### config.mk
export PLATFORM = sky130hd
export DESIGN_NAME = mem_arbiter
export DESIGN_NICKNAME = d
export VERILOG_FILES = /design/src/rtl/mem_arbiter.sv
export SDC_FILE = /design/constraint.sdc
export NUM_CORES = 1
export LEC_CHECK = 0
export CORE_AREA = 2 2 178 180
export CTS_BUF_LIST = sky130_fd_sc_hd__clkbuf_2 sky130_fd_sc_hd__clkbuf_4 sky130_fd_sc_hd__clkbuf_8
export CTS_CLUSTER_DIAMETER = 100
export CTS_CLUSTER_SIZE = 12
export DETAILED_ROUTE_END_ITERATION = 10
export DIE_AREA = 0 0 180 182
export PLACE_DENSITY_LB_ADDON = 0.25
export SETUP_SLACK_MARGIN = 0.02
export SYNTH_ARGS = -nofsm -noshare
export SYNTH_HDL_FRONTEND = slang
export SYNTH_SLANG_ARGS = --single-unit
### constraint.sdc
create_clock -name clock -period 5 [get_ports clock]
set_clock_uncertainty 0.05 [all_clocks]
set_input_delay 0.5 -clock clock [delete_from_list [all_inputs] [get_ports clock]]
set_output_delay 0.5 -clock clock [all_outputs]
set_load 0.005 [all_outputs]
### src/rtl/mem_arbiter.sv
// Two-requester memory arbiter: dcache has priority, icache gets forced priority
// after STARVE_LIMIT lost cycles. Tracks load tags and routes returns to their owner.
module mem_arbiter #(
  parameter int STARVE_LIMIT = 4,
  parameter int XLEN         = 32
) (
  input  logic            clock,
  input  logic            reset,
  input  logic [1:0]      dcache2ctlr_command,
  input  logic [XLEN-1:0] dcache2ctlr_addr,
  input  logic [63:0]     dcache2ctlr_data,
  input  logic [1:0]      icache2ctlr_command,
  input  logic [XLEN-1:0] icache2ctlr_addr,
  input  logic [3:0]      mem2proc_response,
  input  logic [63:0]     mem2proc_data,
  input  logic [3:0]      mem2proc_tag,
  output logic [1:0]      proc2mem_command,
  output logic [XLEN-1:0] proc2mem_addr,
  output logic [63:0]     proc2mem_data,
  output logic [3:0]      Ctlr2dcache_response,
  output logic [3:0]      Ctlr2icache_response,
  output logic [3:0]      Ctlr2dcache_tag,
  output logic [3:0]      Ctlr2icache_tag,
  output logic [63:0]     Ctlr2dcache_data,
  output logic [63:0]     Ctlr2icache_data,
  output logic [3:0]      dcache_outstanding,
  output logic [3:0]      icache_outstanding,
  output logic            tag_conflict
);

  localparam logic [1:0] BUS_NONE   = 2'd0;
  localparam logic [1:0] BUS_LOAD   = 2'd1;
  localparam logic [2:0] STARVE_MAX = 3'(STARVE_LIMIT);
  localparam logic       OWN_D      = 1'b0;
  localparam logic       OWN_I      = 1'b1;

  logic [2:0]  starve_q, starve_d;
  logic [15:0] valid_q, valid_d;
  logic [15:0] owner_q, owner_d;
  logic [3:0]  dcnt_q, dcnt_d;
  logic [3:0]  icnt_q, icnt_d;
  logic        conflict_q, conflict_d;

  logic            d_req, i_req, grant_d, grant_i;
  logic [1:0]      gnt_cmd;
  logic [XLEN-1:0] gnt_addr;
  logic [63:0]     gnt_data;
  logic            alloc, ret_hit, ret_own, overwrite, old_own;
  logic            d_inc, i_inc;
  logic [1:0]      d_dec, i_dec;

  function automatic logic [3:0] next_cnt(input logic [3:0] cur, input logic inc,
                                          input logic [1:0] dec);
    int v;
    v = int'(cur) + int'(inc) - int'(dec);
    if (v < 0) v = 0;
    if (v > 15) v = 15;
    return 4'(v);
  endfunction

  always_comb begin
    d_req   = dcache2ctlr_command != BUS_NONE;
    i_req   = icache2ctlr_command != BUS_NONE;
    grant_i = i_req && (!d_req || starve_q == STARVE_MAX);
    grant_d = d_req && !grant_i;

    gnt_cmd  = BUS_NONE;
    gnt_addr = '0;
    gnt_data = '0;
    if (grant_d) begin
      gnt_cmd  = dcache2ctlr_command;
      gnt_addr = dcache2ctlr_addr;
      gnt_data = dcache2ctlr_data;
    end else if (grant_i) begin
      gnt_cmd  = icache2ctlr_command;
      gnt_addr = icache2ctlr_addr;
    end

    alloc   = (grant_d || grant_i) && mem2proc_response != 4'd0 && gnt_cmd == BUS_LOAD;
    ret_hit = mem2proc_tag != 4'd0 && valid_q[mem2proc_tag];
    ret_own = owner_q[mem2proc_tag];
    old_own = owner_q[mem2proc_response];
    // A tag being returned this cycle is free to reuse; anything else valid is a clash.
    overwrite = alloc && valid_q[mem2proc_response] &&
                !(ret_hit && mem2proc_tag == mem2proc_response);

    starve_d = starve_q;
    if (!i_req || (grant_i && mem2proc_response != 4'd0)) starve_d = 3'd0;
    else if (starve_q < STARVE_MAX) starve_d = starve_q + 3'd1;

    valid_d = valid_q;
    owner_d = owner_q;
    if (ret_hit) valid_d[mem2proc_tag] = 1'b0;
    if (alloc) begin
      valid_d[mem2proc_response] = 1'b1;
      owner_d[mem2proc_response] = grant_i ? OWN_I : OWN_D;
    end

    d_inc = alloc && grant_d;
    i_inc = alloc && grant_i;
    d_dec = {1'b0, ret_hit && ret_own == OWN_D} + {1'b0, overwrite && old_own == OWN_D};
    i_dec = {1'b0, ret_hit && ret_own == OWN_I} + {1'b0, overwrite && old_own == OWN_I};
    dcnt_d = next_cnt(dcnt_q, d_inc, d_dec);
    icnt_d = next_cnt(icnt_q, i_inc, i_dec);

    conflict_d = conflict_q || overwrite;
  end

  always_ff @(posedge clock or posedge reset) begin
    if (reset) begin
      starve_q   <= '0;
      valid_q    <= '0;
      owner_q    <= '0;
      dcnt_q     <= '0;
      icnt_q     <= '0;
      conflict_q <= 1'b0;
    end else begin
      starve_q   <= starve_d;
      valid_q    <= valid_d;
      owner_q    <= owner_d;
      dcnt_q     <= dcnt_d;
      icnt_q     <= icnt_d;
      conflict_q <= conflict_d;
    end
  end

  // Combinational outputs are forced quiet while reset is held.
  always_comb begin
    proc2mem_command     = reset ? BUS_NONE : gnt_cmd;
    proc2mem_addr        = reset ? '0 : gnt_addr;
    proc2mem_data        = reset ? '0 : gnt_data;
    Ctlr2dcache_response = (!reset && grant_d) ? mem2proc_response : 4'd0;
    Ctlr2icache_response = (!reset && grant_i) ? mem2proc_response : 4'd0;
    Ctlr2dcache_tag      = 4'd0;
    Ctlr2icache_tag      = 4'd0;
    Ctlr2dcache_data     = '0;
    Ctlr2icache_data     = '0;
    if (!reset && ret_hit) begin
      if (ret_own == OWN_I) begin
        Ctlr2icache_tag  = mem2proc_tag;
        Ctlr2icache_data = mem2proc_data;
      end else begin
        Ctlr2dcache_tag  = mem2proc_tag;
        Ctlr2dcache_data = mem2proc_data;
      end
    end
  end

  assign dcache_outstanding = dcnt_q;
  assign icache_outstanding = icnt_q;
  assign tag_conflict       = conflict_q;

endmodule

Word level (Yosys, flattened, before mapping):

Index checks and enable logic that the tools add are counted.

* flip-flop bits (word level): 44
* output and inout bits: 251

* equal/unequal tests: 3
* bitwise logic cells: 5
* mux-type cells: 40
* magnitude comparators: 9
* reduce and logical (&&, ||, !) cells: 34
* add/sub/neg operators: 7

Operator list (number)
* $mux W64: 6
* $mux W32: 5
* $gt A32 B5 Y1 const B: 2
* $mux W16: 2
* $mux W4: 8
* $logic_and A1 B1 Y1: 20
* $and A16 B16 Y16: 1
* $bmux W1 S4: 4
* $bwmux W16: 1
* $not A16 Y16: 1
* $or A16 B16 Y16: 1
* $lt A6 B1 Y1 const B: 2
* $sub A5 B2 Y6: 2
* $add A4 B1 Y5: 2
* $lt A4 B5 Y1 const B: 2
* $demux W1 S4: 2
* $ge A4 B1 Y1 const B: 2
* $reduce_bool A4 Y1: 2
* $mux W1: 7
* $mux W2: 3
* $mux W3: 2
* $reduce_bool A2 Y1: 3
* $logic_not A1 Y1: 5
* $add A1 B1 Y2: 2
* other kinds (7): 11

Longest topological paths before layout:

Gate-level depths: netlist (run 1).

* depth in word-level cells: 18
* mapped depth: 17

Least setup slack after synthesis (run 1):

Ideal clock, no wire load.

* path kind: input to register
* start point: input mem2proc_response[0]
* end point: register icnt_q[3] (netlist: icache_outstanding[3])
* setup slack: 1260 ps
* data required time: 4855 ps
* arrival: 3594 ps
* buffers on the path: 1
* library setup time: 95 ps
* stages: 13
* cells stage by stage: clkbuf_1 -> mux4_2 -> mux4_2 -> nor3b_1 -> fa_1 -> ha_1 -> inv_1 -> ha_1 -> a21o_1 -> a21oi_1 -> xnor2_1 -> nor2_1 -> o31ai_1

* longest elaborated chain between the ends: 12
* elaborated cells on any way between the ends: 21
* classes of those cells: add/sub (3); order compare (2); eq/ne (1); mux (6); reduce/logical (9)

RTL lines
* start: declaration: RTL line 14 `input logic [3:0] mem2proc_response,`
* parallel branches: the longest is 7 deep, another holds $add A1 B1 Y2
* $sub A5 B2 Y6 *: RTL line 55 `v = int'(cur) + int'(inc) - int'(dec);`
* $lt A6 B1 Y1: RTL line 56 `if (v < 0) v = 0;`
* $mux W32 *: RTL line 56
* $gt A32 B5 Y1: RTL line 57 `if (v > 15) v = 15;`
* $mux W4 *: RTL line 57
* named net icnt_d[3]: RTL line 41 `logic [3:0] icnt_q, icnt_d;`
* end signal: assignment: RTL line 122 `icnt_q <= icnt_d;`
* end: declaration: RTL line 41

Mark *: on every way through the listed nets, which the timed path passes. The select of a mux whose other input is x is not followed.
A chain may end at the register's enable or synchronous reset.

Worst setup path in the final report (run 1):

* start point: input mem2proc_tag[1]
* end point: output Ctlr2dcache_data[31]

* longest elaborated chain between the ends: 5
* elaborated cells on any way between the ends: 9
* classes of those cells: mux (6); reduce/logical (3)

RTL lines
* start: declaration: RTL line 16 `input logic [3:0] mem2proc_tag,`
* $bmux W1 S4: RTL line 80 `ret_hit = mem2proc_tag != 4'd0 && valid_q[mem2proc_tag];`
* $mux W1 (implied by the code): RTL line 80
* $logic_and A1 B1 Y1: RTL line 80
* $logic_and A1 B1 Y1: RTL line 138 `if (!reset && ret_hit) begin`
* $mux W64 *: RTL line 138
* end: declaration: RTL line 24 `output logic [63:0] Ctlr2dcache_data,`

Every way passes the cells marked *; elsewhere a longest branch is shown, timed or not. The select of a mux whose other input is x is not followed.

==> qor.txt, run 1 <==
Outcome: finished, final reports clean
Total leakage power: 0.00388 uW
Placed wire-length estimate: 24.1 mm
Async SR Flop Fraction: 1.00
Total gr overflow: 0
Hold_ws: 0.370 ns
Data arrival time at the worst-slack endpoint: 3.76 ns
Number of antenna-violating nets in the routed design: 0
Gate count after technology mapping: 556
1st-pass router iterations: 4
Floorplan die height: 182 um
Std-Cell Core Area: 31000 um^2
Number of gates resized after CTS: 0
Skew-Pair Late Insertion Delay: 0.29 ns
Site Rows: 65
Number of cells traversed by the worst register-to-register path: 17
Initial cell density of the core: 0.149
Peak VDD IR: 0.108 mV
Reg-to-reg slack, setup: 1.44 ns
Post-detailed-route via-to-cell ratio: 4.02
Total global-route track usage: 0.157
Proportion of synthesized chip area in sequential cells: 0.238
Maximum number of pins on one net before global-route repair: 68
Unique masters post-synth: 46
Number of global-route vias before repair: 5572
Average detailed-routed wire length per instance: 19.5 um
Total Negative Setup Slacks: 0 ns
Unrepaired setup endpoints after global routing: no
Worst Setup Start Kind: input pin
Crit Path Max Fanout: 67
Total detailed-routing wirelength: 27.1 mm
Top library cells by usage in the layout, fill and taps aside: sky130_fd_sc_hd__clkdlybuf4s50_1, sky130_fd_sc_hd__and2_1, sky130_fd_sc_hd__dfrtp_1
Time the final worst path needs with I/O delays and setup: 4.31 ns
Number of cells on the worst hold path: 0
Primary FF master, synth: sky130_fd_sc_hd__dfrtp_1
DRC violations left: 0
Via count: 5592
Highest attainable clock frequency: 0.232 GHz
Final setup violation count: 0
Number of antenna violations at the first check in global routing: 5
Number of enable flip-flop cells after synthesis: 0
Class of the tightest hold or removal check: flip-flop to flip-flop
Post-layout instance count excluding filler cells: 1391
Destination of the worst register-to-register timing path: dcache_outstanding[3]
Clock sink count: 44
Most common library cell in the layout ignoring fill and taps: sky130_fd_sc_hd__clkdlybuf4s50_1
Clock-pin slew of the registers on the worst-case setup and hold paths: 0.08 ns
Slew at the pin with the worst max-slew slack: 0.795 ns
Hold path startpoint: valid_q[0]
Flops & latches, synth: 44
Period utilisation layout: 0.861
CTS Hold Buffers Added: 0
Endpoint kind of the worst setup timing path: primary output
Crit Reg-Reg Startpoint: starve_q[0]
# fillers: 3341
Global-route wire length before repair: 38.3 mm
Cells after DPL: 1382
Cell with the biggest individual delay on the critical path: sky130_fd_sc_hd__clkdlybuf4s50_1
Final Slew Violations: 0
Ports placed on the boundary: 457
Hold Crit Endpoint: valid_q[0]
Number of levels in the clock H-tree: 2
Worst EP required: 4.45 ns
Mean cell area of the mapped netlist: 8.31 um^2
Max-Slew Margin vs Limit: 0.468
Clock tree from TritonCTS: built
Synthesized area: 4620 um^2
Ordered cell list for the critical path: clkdlybuf4s50_1 -> mux4_2 -> mux4_2 -> a211oi_4 -> buf_12 -> and2_1 -> clkdlybuf4s50_1
Synth-to-layout area growth: 111%
Yosys synthesis warning count: 0
Power per cell area: 205 nW/um^2
Routability Congestion: 0.818
Kind of cell with the highest combined delay on the critical path: buffers and inverters
Class of the most critical setup path: input pin to primary output
Net count after synthesis: 780
Critical Path Max Stage Delay: 0.99 ns
IO buf count: 456
Post-CTS setup buffer count: 0
Maximum capacitance violations: 0
WP buf/inv: 3
Die Wd: 180 um
Die Area: 32800 um^2
Total clock buffers created by CTS: 5
CTS max path bufs: 2
1st-iter DRT viols: 196
# nets final: 1211
Final Hold Viols: 0
Layout cells sized above 1: 0.0659
Cell at the root of the clock tree: sky130_fd_sc_hd__clkbuf_8
==> cell usage after synthesis (2+ instances only) <==
cell type | n | area, um^2
sky130_fd_sc_hd__inv_1 | 22 | 82.6
sky130_fd_sc_hd__o21ai_0 | 19 | 95.1
sky130_fd_sc_hd__or2_2 | 2 | 12.5
sky130_fd_sc_hd__dfrtp_1 | 44 | 1100
sky130_fd_sc_hd__a21oi_1 | 8 | 40.0
sky130_fd_sc_hd__a22o_1 | 32 | 280
sky130_fd_sc_hd__a21o_1 | 2 | 15.0
sky130_fd_sc_hd__o31ai_1 | 4 | 30.0
sky130_fd_sc_hd__nor3_1 | 6 | 30.0
sky130_fd_sc_hd__nor2b_1 | 6 | 37.5
sky130_fd_sc_hd__nand2_1 | 25 | 93.8
sky130_fd_sc_hd__mux2_2 | 20 | 225
sky130_fd_sc_hd__nor3b_1 | 2 | 15.0
sky130_fd_sc_hd__nand3b_1 | 3 | 22.5
sky130_fd_sc_hd__mux2i_1 | 4 | 40.0
sky130_fd_sc_hd__fa_1 | 4 | 80.1
sky130_fd_sc_hd__mux4_2 | 14 | 315
sky130_fd_sc_hd__buf_4 | 2 | 15.0
sky130_fd_sc_hd__a211oi_2 | 2 | 25.0
sky130_fd_sc_hd__nand2b_1 | 4 | 25.0
sky130_fd_sc_hd__and3_1 | 4 | 25.0
sky130_fd_sc_hd__nand4_1 | 5 | 31.3
sky130_fd_sc_hd__o211ai_1 | 2 | 15.0
sky130_fd_sc_hd__nor2_1 | 28 | 105
sky130_fd_sc_hd__o22ai_1 | 2 | 12.5
sky130_fd_sc_hd__clkbuf_1 | 37 | 139
sky130_fd_sc_hd__and2_1 | 202 | 1260
sky130_fd_sc_hd__buf_6 | 4 | 45.0
sky130_fd_sc_hd__ha_1 | 14 | 175
sky130_fd_sc_hd__nand3_1 | 9 | 45.0
sky130_fd_sc_hd__buf_2 | 4 | 20.0
sky130_fd_sc_hd__xnor2_1 | 6 | 52.6
==> cell type report <==
type                    instances  area (um^2)  area share
inverters                      23         86.3     0.00888
clock buffers                   7         96.3     0.00991
repair buffers                471         4700       0.483
well taps                     402          503      0.0517
multi-input cells             442         3230       0.332
diodes                          2         5.00    0.000515
flip-flops and latches         44         1100       0.113
==> metal layers <==
metal / track usage / up-vias / share of wire
met4: 0.0205 / 2 / 0.011
met3: 0.0399 / 16 / 0.080
li1: - / 2720 / -
met5: 0 / - / 0.00048
met2: 0.321 / 313 / 0.55
met1: 0.163 / 2541 / 0.35
==> worst max-delay path by stage <==
stage | cells after the start | slack (ns) | end | from
5_1_grt | 15 | 0.34 | dcache_outstanding[3] | mem2proc_tag[1]
3_3_place_gp | 15 | 0.47 | icache_outstanding[3] | mem2proc_tag[1]
2_1_floorplan | 13 | 1.26 | icache_outstanding[3] | mem2proc_response[0]
3_5_place_dp | 15 | 0.36 | icache_outstanding[3] | mem2proc_tag[1]
4_1_cts | 7 | 0.67 | Ctlr2dcache_tag[0] | mem2proc_tag[1]
6_report | 7 | 0.69 | Ctlr2dcache_data[31] | mem2proc_tag[1]
==> worst register-to-register path, delay by kind of cell (launching register included) <==
family                     cells  cell delay [ns]
buffers and inverters          3             0.31
xor gates and xnor gates       1             0.23
and+or+nand+nor                2             0.18
DFF                            1             0.39
AOI/OAI and AO/OA              7             1.18
adders and majority gates      4             1.13
==> where the power goes <==
| group | total (uW) | switching [uW] | leakage (uW) | internal, uW |
|---|---|---|---|---|
| combinational | 1210 | 510 | 0.00328 | 700 |
| sequential | 540 | 85.2 | 0.000546 | 455 |
| clock | 245 | 121 | 0.0000503 | 123 |
| total | 1990 | 716 | 0.00388 | 1280 |
==> state kept, by name (all words and copies together), names as in the netlist <==
| name | flops |
|---|---|
| valid_q | 16 |
| owner_q | 16 |
| starve_q | 3 |
| tag_conflict | 1 |
| icache_outstanding | 4 |
| dcache_outstanding | 4 |
==> kinds of logic after synthesis <==
family / after synthesis / share of synthesized area
AO/OA/AOI/OAI: 80 / 0.127
XOR/XNOR: 7 / 0.0133
adder cells (fa/ha/maj): 18 / 0.0553
buffers and inverters: 70 / 0.0661
flip-flops: 44 / 0.238
multiplexers: 38 / 0.126
AND/OR/NAND/NOR: 299 / 0.374
==> metrics by stage <==
step                       util  instance area, um^2  total power, uW  setup WS, ns
after floorplan               -                 4620             1090          1.26
after global placement    0.311                 9620             1780         0.470
after detailed placement  0.311                 9620             1780         0.363
after CTS                 0.314                 9720             2040         0.673
after global routing      0.314                 9720             2150         0.337
final                     0.314                 9730             1990         0.694
Note: power is estimated with default switching activity, not from simulation.
==> run 2: changes to the inputs <==
PLACE_DENSITY_LB_ADDON = not set   (was 0.25)
==> run 2 against run 1 <==
Non-clock buffer count is the same. Sequential power is essentially flat. Clock power grew 22%. Fmax grew 3.1%. Count of clock-buffer cells in the layout shrank 1. Global-route usage grew 0.83 points. Die area is the same. Worst setup slack gained 0.13 ns. Critical path depth grew 3. Core utilization grew 0.081 points. Final cell count is essentially flat. Critical endpoint is now Ctlr2icache_tag[0]. Largest cell class unchanged. Highest routed layer unchanged.
==> qor.txt, run 2 (same netlist as run 1, synthesis figures left out) <==
Critical Path Max Stage Delay: 0.67 ns (-0.32 ns)
IO buf count: 456 (unchanged)
Site Rows: 65 (unchanged)
Total global-route track usage: 0.166 (+0.00832)
Total clock buffers created by CTS: 5 (unchanged)
Clock tree from TritonCTS: built
Class of the most critical setup path: input pin to primary output
Skew-Pair Late Insertion Delay: 0.31 ns (+0.02 ns)
Maximum number of pins on one net before global-route repair: 98 (+44%)
Kind of cell with the highest combined delay on the critical path: buffers and inverters
Worst EP required: 4.45 ns (about the same)
Synth-to-layout area growth: 111%
Total gr overflow: 0 (unchanged)
Top library cells by usage in the layout, fill and taps aside: sky130_fd_sc_hd__clkdlybuf4s50_1, sky130_fd_sc_hd__and2_1, sky130_fd_sc_hd__dfrtp_1
Standard cell area after detailed placement: 9620 um^2 (unchanged)
Number of gates resized after CTS: 0 (unchanged)
Maximum capacitance violations: 0 (unchanged)
Worst Setup EP: Ctlr2icache_tag[0]
Sw Ratio: 0.359 (+0.000381)
# nets final: 1211 (unchanged)
Routability Congestion: 0.903 (+10%)
Total Negative Setup Slacks: 0 ns (unchanged)
Outcome: finished, final reports clean
DRC violations left: 0 (unchanged)
Average detailed-routed wire length per instance: 20.5 um (+5.2%)
Clock sink count: 44 (unchanged)
Stages on worst setup path: 10 (+3)
Std-Cell Core Area: 31000 um^2 (unchanged)
Switching power summed over all nets: 741 uW (+3.5%)
Worst Setup Start Kind: input pin
Total leakage power: 0.00389 uW (+0.25%)
Time the final worst path needs with I/O delays and setup: 4.18 ns (-0.130 ns)
Die Area: 32800 um^2 (unchanged)
Period utilisation layout: 0.835 (-0.0261)
Total area of sequential cells: 1100 um^2 (unchanged)
Highest attainable clock frequency: 0.239 GHz (+3.1%)
Cell with the biggest individual delay on the critical path: sky130_fd_sc_hd__clkdlybuf4s50_1
Final core occ: 0.315 (+0.000808)
Post-detailed-route via-to-cell ratio: 4.11 (+2.3%)
Biggest registers after layout: owner_q x16, valid_q x16
Hold_ws: 0.380 ns (+0.0104 ns)
Number of global-route vias before repair: 5694 (+2.2%)
Crit Reg-Reg Startpoint: starve_q[0]
Number of antenna violations at the first check in global routing: 4 (-1)
Unrepaired setup endpoints after global routing: no
Global-route wire length before repair: 40.0 mm (+4.4%)
1st-pass router iterations: 4 (unchanged)
1st-iter DRT viols: 271 (+38%)
Number of cells traversed by the worst register-to-register path: 17 (unchanged)
Worst setup timing slack at the placement stage: 0.625 ns (+0.262 ns)
Peak VDD IR: 0.111 mV (+2.8%)
Slew at the pin with the worst max-slew slack: 0.631 ns (-0.165 ns)
Endpoint kind of the worst setup timing path: primary output
WP buf/inv: 5 (+2)
Max-Slew Margin vs Limit: 0.579 (+0.111)
Initial cell density of the core: 0.149 (unchanged)
Number of antenna-violating nets in the routed design: 0 (unchanged)
Data arrival time at the worst-slack endpoint: 3.63 ns (-0.13 ns)
Destination of the worst register-to-register timing path: icache_outstanding[3]
Die Wd: 180 um (unchanged)
Share of total power in the clock network: 0.145 (+0.022)
Floorplan die height: 182 um (unchanged)
Internal power contribution: 1320 uW (+3.3%)
Ports placed on the boundary: 457 (unchanged)
Number of levels in the clock H-tree: 2 (unchanged)
Final Hold Viols: 0 (unchanged)
Post-CTS setup buffer count: 0 (unchanged)
Placed wire-length estimate: 25.6 mm (+6.3%)
Reg-to-reg slack, setup: 1.43 ns (about the same)
CTS max path bufs: 2 (unchanged)
Final Slew Violations: 0 (unchanged)
Via count: 5724 (+2.4%)
Crit Path Max Fanout: 67 (unchanged)
Fin worst setup slack: 0.824 ns (+0.130 ns)
Cell repeated most along the worst path: sky130_fd_sc_hd__buf_4
Most common library cell in the layout ignoring fill and taps: sky130_fd_sc_hd__clkdlybuf4s50_1
Combinational cell fraction of total power: 0.593 (-0.013)
Cell at the root of the clock tree: sky130_fd_sc_hd__clkbuf_8
Class of the tightest hold or removal check: flip-flop to flip-flop
Post-route cell area: 9750 um^2 (+0.26%)
Portion of total power attributed to sequential cells: 0.262 (-0.009)
Total detailed-routing wirelength: 28.6 mm (+5.2%)
# fillers: 3275 (-2.0%)
Combined area of the multi-input logic cells: 3230 um^2 (unchanged)
CTS Hold Buffers Added: 0 (unchanged)
Worst setup path startpoint: mem2proc_tag[0]
Clock-pin slew of the registers on the worst-case setup and hold paths: 0.08 ns (about the same)
Layout cells sized above 1: 0.0658 (-0.0000667)
Final setup violation count: 0 (unchanged)
Power per cell area: 211 nW/um^2 (+3.1%)
Ordered cell list for the critical path: clkdlybuf4s50_1 -> buf_4 -> nor3_1 -> a311oi_1 -> o211ai_1 -> buf_4 -> a211oi_4 -> buf_4 -> and2_1 -> clkdlybuf4s50_1
[run 2: cell count changes in the layout (fill, tap and decap cells not counted)]
| cell | previous run | this run |
|---|---|---|
| sky130_fd_sc_hd__bufinv_16 | 0 | 1 |
| sky130_fd_sc_hd__clkbuf_8 | 7 | 6 |
| sky130_fd_sc_hd__clkinv_1 | 0 | 1 |
| sky130_fd_sc_hd__clkinv_4 | 0 | 1 |
| sky130_fd_sc_hd__inv_2 | 2 | 1 |
[run 2: how the worst min path moves through the flow]
| stage | startpoint | endpoint | slack [ns] | depth (start not counted) |
|---|---|---|---|---|
| final | owner_q[0] | owner_q[0] | 0.38 | 0 |
| after global placement | owner_q[0] | owner_q[0] | 0.35 | 0 |
| after detailed placement | valid_q[0] | valid_q[0] | 0.35 | 0 |
| after CTS | valid_q[0] | valid_q[0] | 0.38 | 0 |
| after floorplan | valid_q[0] | valid_q[0] | 0.39 | 1 |
| after global routing | valid_q[0] | valid_q[0] | 0.40 | 0 |
[run 2: power groups by stage]
stage,Clock [uW],Sequential [uW],Combinational [uW]
final,299,540,1220
after global routing,318,552,1350
after CTS,306,538,1250
after detailed placement,0,545,1250
after global placement,0,544,1230
after floorplan,0,511,577
[run 2: layer usage]
layer | vias up | GRT usage | part of all wire
met5 | - | 0 | 0.00042
met4 | 2 | 0.0218 | 0.0050
met3 | 15 | 0.0413 | 0.080
met2 | 345 | 0.329 | 0.54
met1 | 2642 | 0.179 | 0.37
li1 | 2720 | - | -
[run 2: cell type report]
cell class | count | area share
diodes | 2 | 0.000513
inverters | 23 | 0.00885
repair buffers | 471 | 0.482
clock inverters | 2 | 0.00398
clock buffers | 6 | 0.00847
well taps | 402 | 0.0516
multi-input cells | 442 | 0.331
flip-flops and latches | 44 | 0.113
[run 2: metrics by stage]
step	power, uW	cells
after floorplan	1090	556
after global placement	1770	1382
after detailed placement	1790	1382
after CTS	2100	1390
after global routing	2220	1392
final	2060	1392
==> run 3: changes to the inputs <==
CORE_AREA = 2 2 176 178   (was 2 2 178 180)
DIE_AREA = 0 0 178 180   (was 0 0 180 182)
clock period = 3.8 ns   (was 5 ns; I/O delays follow)
==> run 3 against run 2 <==
Flip-flop and latch count unchanged. Register-to-register slack got worse by 1.2 ns. Via count increased by 2.4%. Worst hold slack got worse by 0.023 ns. Critical path type is now input pin to flip-flop. Sequential share of layout area decreased by 0.45 points. Combinational power increased by 47%. Die area decreased by 2.2%. Non-clock buffer count increased by 36. Final cell count increased by 2.2%. Count of clock-buffer cells in the layout decreased by 1.
==> qor.txt, run 3 (same netlist as run 1, synthesis figures left out) <==
Hold_ws: 0.357 ns (-0.0233 ns)
Class of the most critical setup path: input pin to flip-flop
Die Wd: 178 um (-1.1%)
Max-Slew Margin vs Limit: 0.579 (about the same)
Portion of total power attributed to sequential cells: 0.247 (-0.015)
Switching power summed over all nets: 1010 uW (+36%)
Time the final worst path needs with I/O delays and setup: 3.71 ns
Total Negative Setup Slacks: 0 ns (unchanged)
Number of antenna-violating nets in the routed design: 0 (unchanged)
Via count: 5859 (+2.4%)
Total leakage power: 0.00412 uW (+6.1%)
Most common library cell in the layout ignoring fill and taps: sky130_fd_sc_hd__clkdlybuf4s50_1
Worst Setup Start Kind: input pin
Global-route wire length before repair: 39.2 mm (-1.8%)
Post-detailed-route via-to-cell ratio: 4.12 (+0.13%)
CTS Hold Buffers Added: 0 (unchanged)
Class of the tightest hold or removal check: flip-flop to flip-flop
Final Hold Viols: 0 (unchanged)
Total area of sequential cells: 1100 um^2 (unchanged)
Skew-Pair Late Insertion Delay: 0.30 ns (about the same)
Clock sink count: 44 (unchanged)
Peak VDD IR: 0.150 mV (+34%)
Cell with the biggest individual delay on the critical path: sky130_fd_sc_hd__fa_2
Slew at the pin with the worst max-slew slack: 0.631 ns (-0.000148 ns)
Critical Path Max Stage Delay: 0.58 ns (-0.09 ns)
CTS max path bufs: 2 (unchanged)
Number of antenna violations at the first check in global routing: 6 (+2)
Internal power contribution: 1850 uW (+40%)
Routability Congestion: 0.889 (-1.5%)
Biggest registers after layout: owner_q x16, valid_q x16
Number of global-route vias before repair: 5807 (+2.0%)
Reg-to-reg slack, setup: 0.25 ns (-1.18 ns)
Clock-pin slew of the registers on the worst-case setup and hold paths: 0.09 ns (about the same)
1st-pass router iterations: 4 (unchanged)
Outcome: finished, final reports clean
Highest attainable clock frequency: 0.270 GHz
Top library cells by usage in the layout, fill and taps aside: sky130_fd_sc_hd__clkdlybuf4s50_1, sky130_fd_sc_hd__and2_1, sky130_fd_sc_hd__dfrtp_1
# nets final: 1247 (+3.0%)
Destination of the worst register-to-register timing path: icache_outstanding[3]
Maximum capacitance violations: 0 (unchanged)
Data arrival time at the worst-slack endpoint: 3.85 ns (+0.22 ns)
Die Area: 32000 um^2 (-2.2%)
Site Rows: 64 (-1.5%)
Number of cells traversed by the worst register-to-register path: 17 (unchanged)
Ports placed on the boundary: 457 (unchanged)
Endpoint kind of the worst setup timing path: flip-flop
Share of total power in the clock network: 0.126 (-0.019)
Crit Reg-Reg Startpoint: starve_q[0]
Total detailed-routing wirelength: 28.4 mm (-0.64%)
Total gr overflow: 0 (unchanged)
Total global-route track usage: 0.168 (+0.00231)
Final Slew Violations: 0 (unchanged)
Power per cell area: 281 nW/um^2 (+33%)
Period utilisation layout: 0.976
Final setup violation count: 0 (unchanged)
Crit Path Max Fanout: 6 (-91%)
Placed wire-length estimate: 25.0 mm (-2.2%)
Hold Crit Endpoint: valid_q[0]
1st-iter DRT viols: 200 (-26%)
Clock tree from TritonCTS: built
Std-Cell Core Area: 30200 um^2 (-2.6%)
DRC violations left: 0 (unchanged)
Sw Ratio: 0.353 (-0.00657)
Hold path startpoint: valid_q[0]
Cell repeated most along the worst path: sky130_fd_sc_hd__buf_4
# fillers: 3151 (-3.8%)
Number of levels in the clock H-tree: 2 (unchanged)
IO buf count: 456 (unchanged)
Combinational cell fraction of total power: 0.627 (+0.034)
Final core occ: 0.337 (+0.0219)
Layout cells sized above 1: 0.108 (+0.0426)
Combined area of the multi-input logic cells: 3290 um^2 (+1.8%)
Maximum number of pins on one net before global-route repair: 100 (+2.0%)
Total clock buffers created by CTS: 5 (unchanged)
Synth-to-layout area growth: 120%
Average detailed-routed wire length per instance: 19.9 um (-2.8%)
Cell at the root of the clock tree: sky130_fd_sc_hd__clkbuf_8
Floorplan die height: 180 um (-1.1%)
Initial cell density of the core: 0.153 (+0.00393)
Number of cells on the worst hold path: 0 (unchanged)
Ordered cell list for the critical path: clkdlybuf4s50_1 -> buf_4 -> mux4_2 -> o22ai_1 -> nor3_1 -> o211ai_1 -> buf_4 -> nor3b_4 -> fa_2 -> inv_1 -> ha_2 -> ha_4 -> a21o_1 -> a21oi_2 -> xnor2_2 -> nor2_1 -> o31ai_1
Worst EP required: 3.94 ns (-0.51 ns)
-- run 3: cell types whose count changed in the layout (fill, tap and decap cells not counted), sizes merged --
cell | previous run | this run
diode | 2 | 3
clkbuf | 6 | 5
dlymetal6s2s | 0 | 3
buf | 15 | 51
clkdlybuf4s50 | 456 | 450
inv | 22 | 23
dlygate4sd2 | 0 | 3
clkinvlp | 0 | 1
clkinv | 2 | 1
-- run 3: power groups by stage --
| stage | combinational (uW) | clock (uW) | sequential (uW) |
|---|---|---|---|
| 6_report | 1790 | 361 | 707 |
| 3_5_place_dp | 1730 | 0 | 713 |
| 5_1_grt | 1960 | 392 | 722 |
| 2_1_floorplan | 760 | 0 | 672 |
| 3_3_place_gp | 1690 | 0 | 718 |
| 4_1_cts | 1790 | 375 | 704 |
-- run 3: worst max-delay path by stage --
| stage | endpoint | slack (ns) | cells past startpoint | startpoint |
|---|---|---|---|---|
| 2_1_floorplan | icache_outstanding[3] | 0.18 | 13 | mem2proc_response[0] |
| 3_3_place_gp | icache_outstanding[0] | -0.22 | 15 | mem2proc_response[0] |
| 3_5_place_dp | icache_outstanding[3] | -0.38 | 14 | mem2proc_response[0] |
| 4_1_cts | icache_outstanding[3] | 0.02 | 14 | mem2proc_response[0] |
| 5_1_grt | icache_outstanding[3] | -0.008 | 16 | mem2proc_tag[3] |
| 6_report | icache_outstanding[3] | 0.09 | 17 | mem2proc_response[2] |
-- run 3: repair_timing --
action | CTS | global route
gates cloned | 2 | 0
buffers inserted | 6 | 3
setup endpoints to repair | 70 | 8
gates resized for setup | 14 | 10
pin swaps | 5 | 10
-- run 3: cell type report --
| class | count | area share |
|---|---|---|
| flip-flops and latches | 44 | 0.108 |
| well taps | 396 | 0.0488 |
| clock inverters | 3 | 0.00419 |
| diodes | 3 | 0.000739 |
| inverters | 23 | 0.00850 |
| clock buffers | 5 | 0.00677 |
| multi-input cells | 442 | 0.324 |
| repair buffers | 507 | 0.499 |
-- run 3: stage by stage --
stage | instances | setup slack [ns] | instance area [um^2] | total power (uW)
2_1_floorplan | 556 | 0.180 | 4620 | 1430
6_report | 1423 | 0.0910 | 10200 | 2860
3_5_place_dp | 1401 | -0.380 | 9840 | 2440
4_1_cts | 1417 | 0.0207 | 10100 | 2870
3_3_place_gp | 1401 | -0.221 | 9840 | 2410
5_1_grt | 1422 | -0.00782 | 10200 | 3070
-- run 3: per-layer routing --
| layer | vias to the layer above | routed length [um] | track usage |
|---|---|---|---|
| met3 | 22 | 2550 | 0.0410 |
| met2 | 340 | 15200 | 0.328 |
| met4 | 0 | 431 | 0.0377 |
| met5 | - | 0 | 0 |
| li1 | 2798 | - | - |
| met1 | 2699 | 10200 | 0.178 |
-- run 3: worst max-delay path, delay by kind of cell --
family	cells	cell delay, ns
adders and majority gates	3	0.92
and+or+nand+nor	3	0.19
xor gates and xnor gates	1	0.15
AOI/OAI and AO/OA	5	0.94
buffers and inverters	4	0.96
muxes	1	0.29
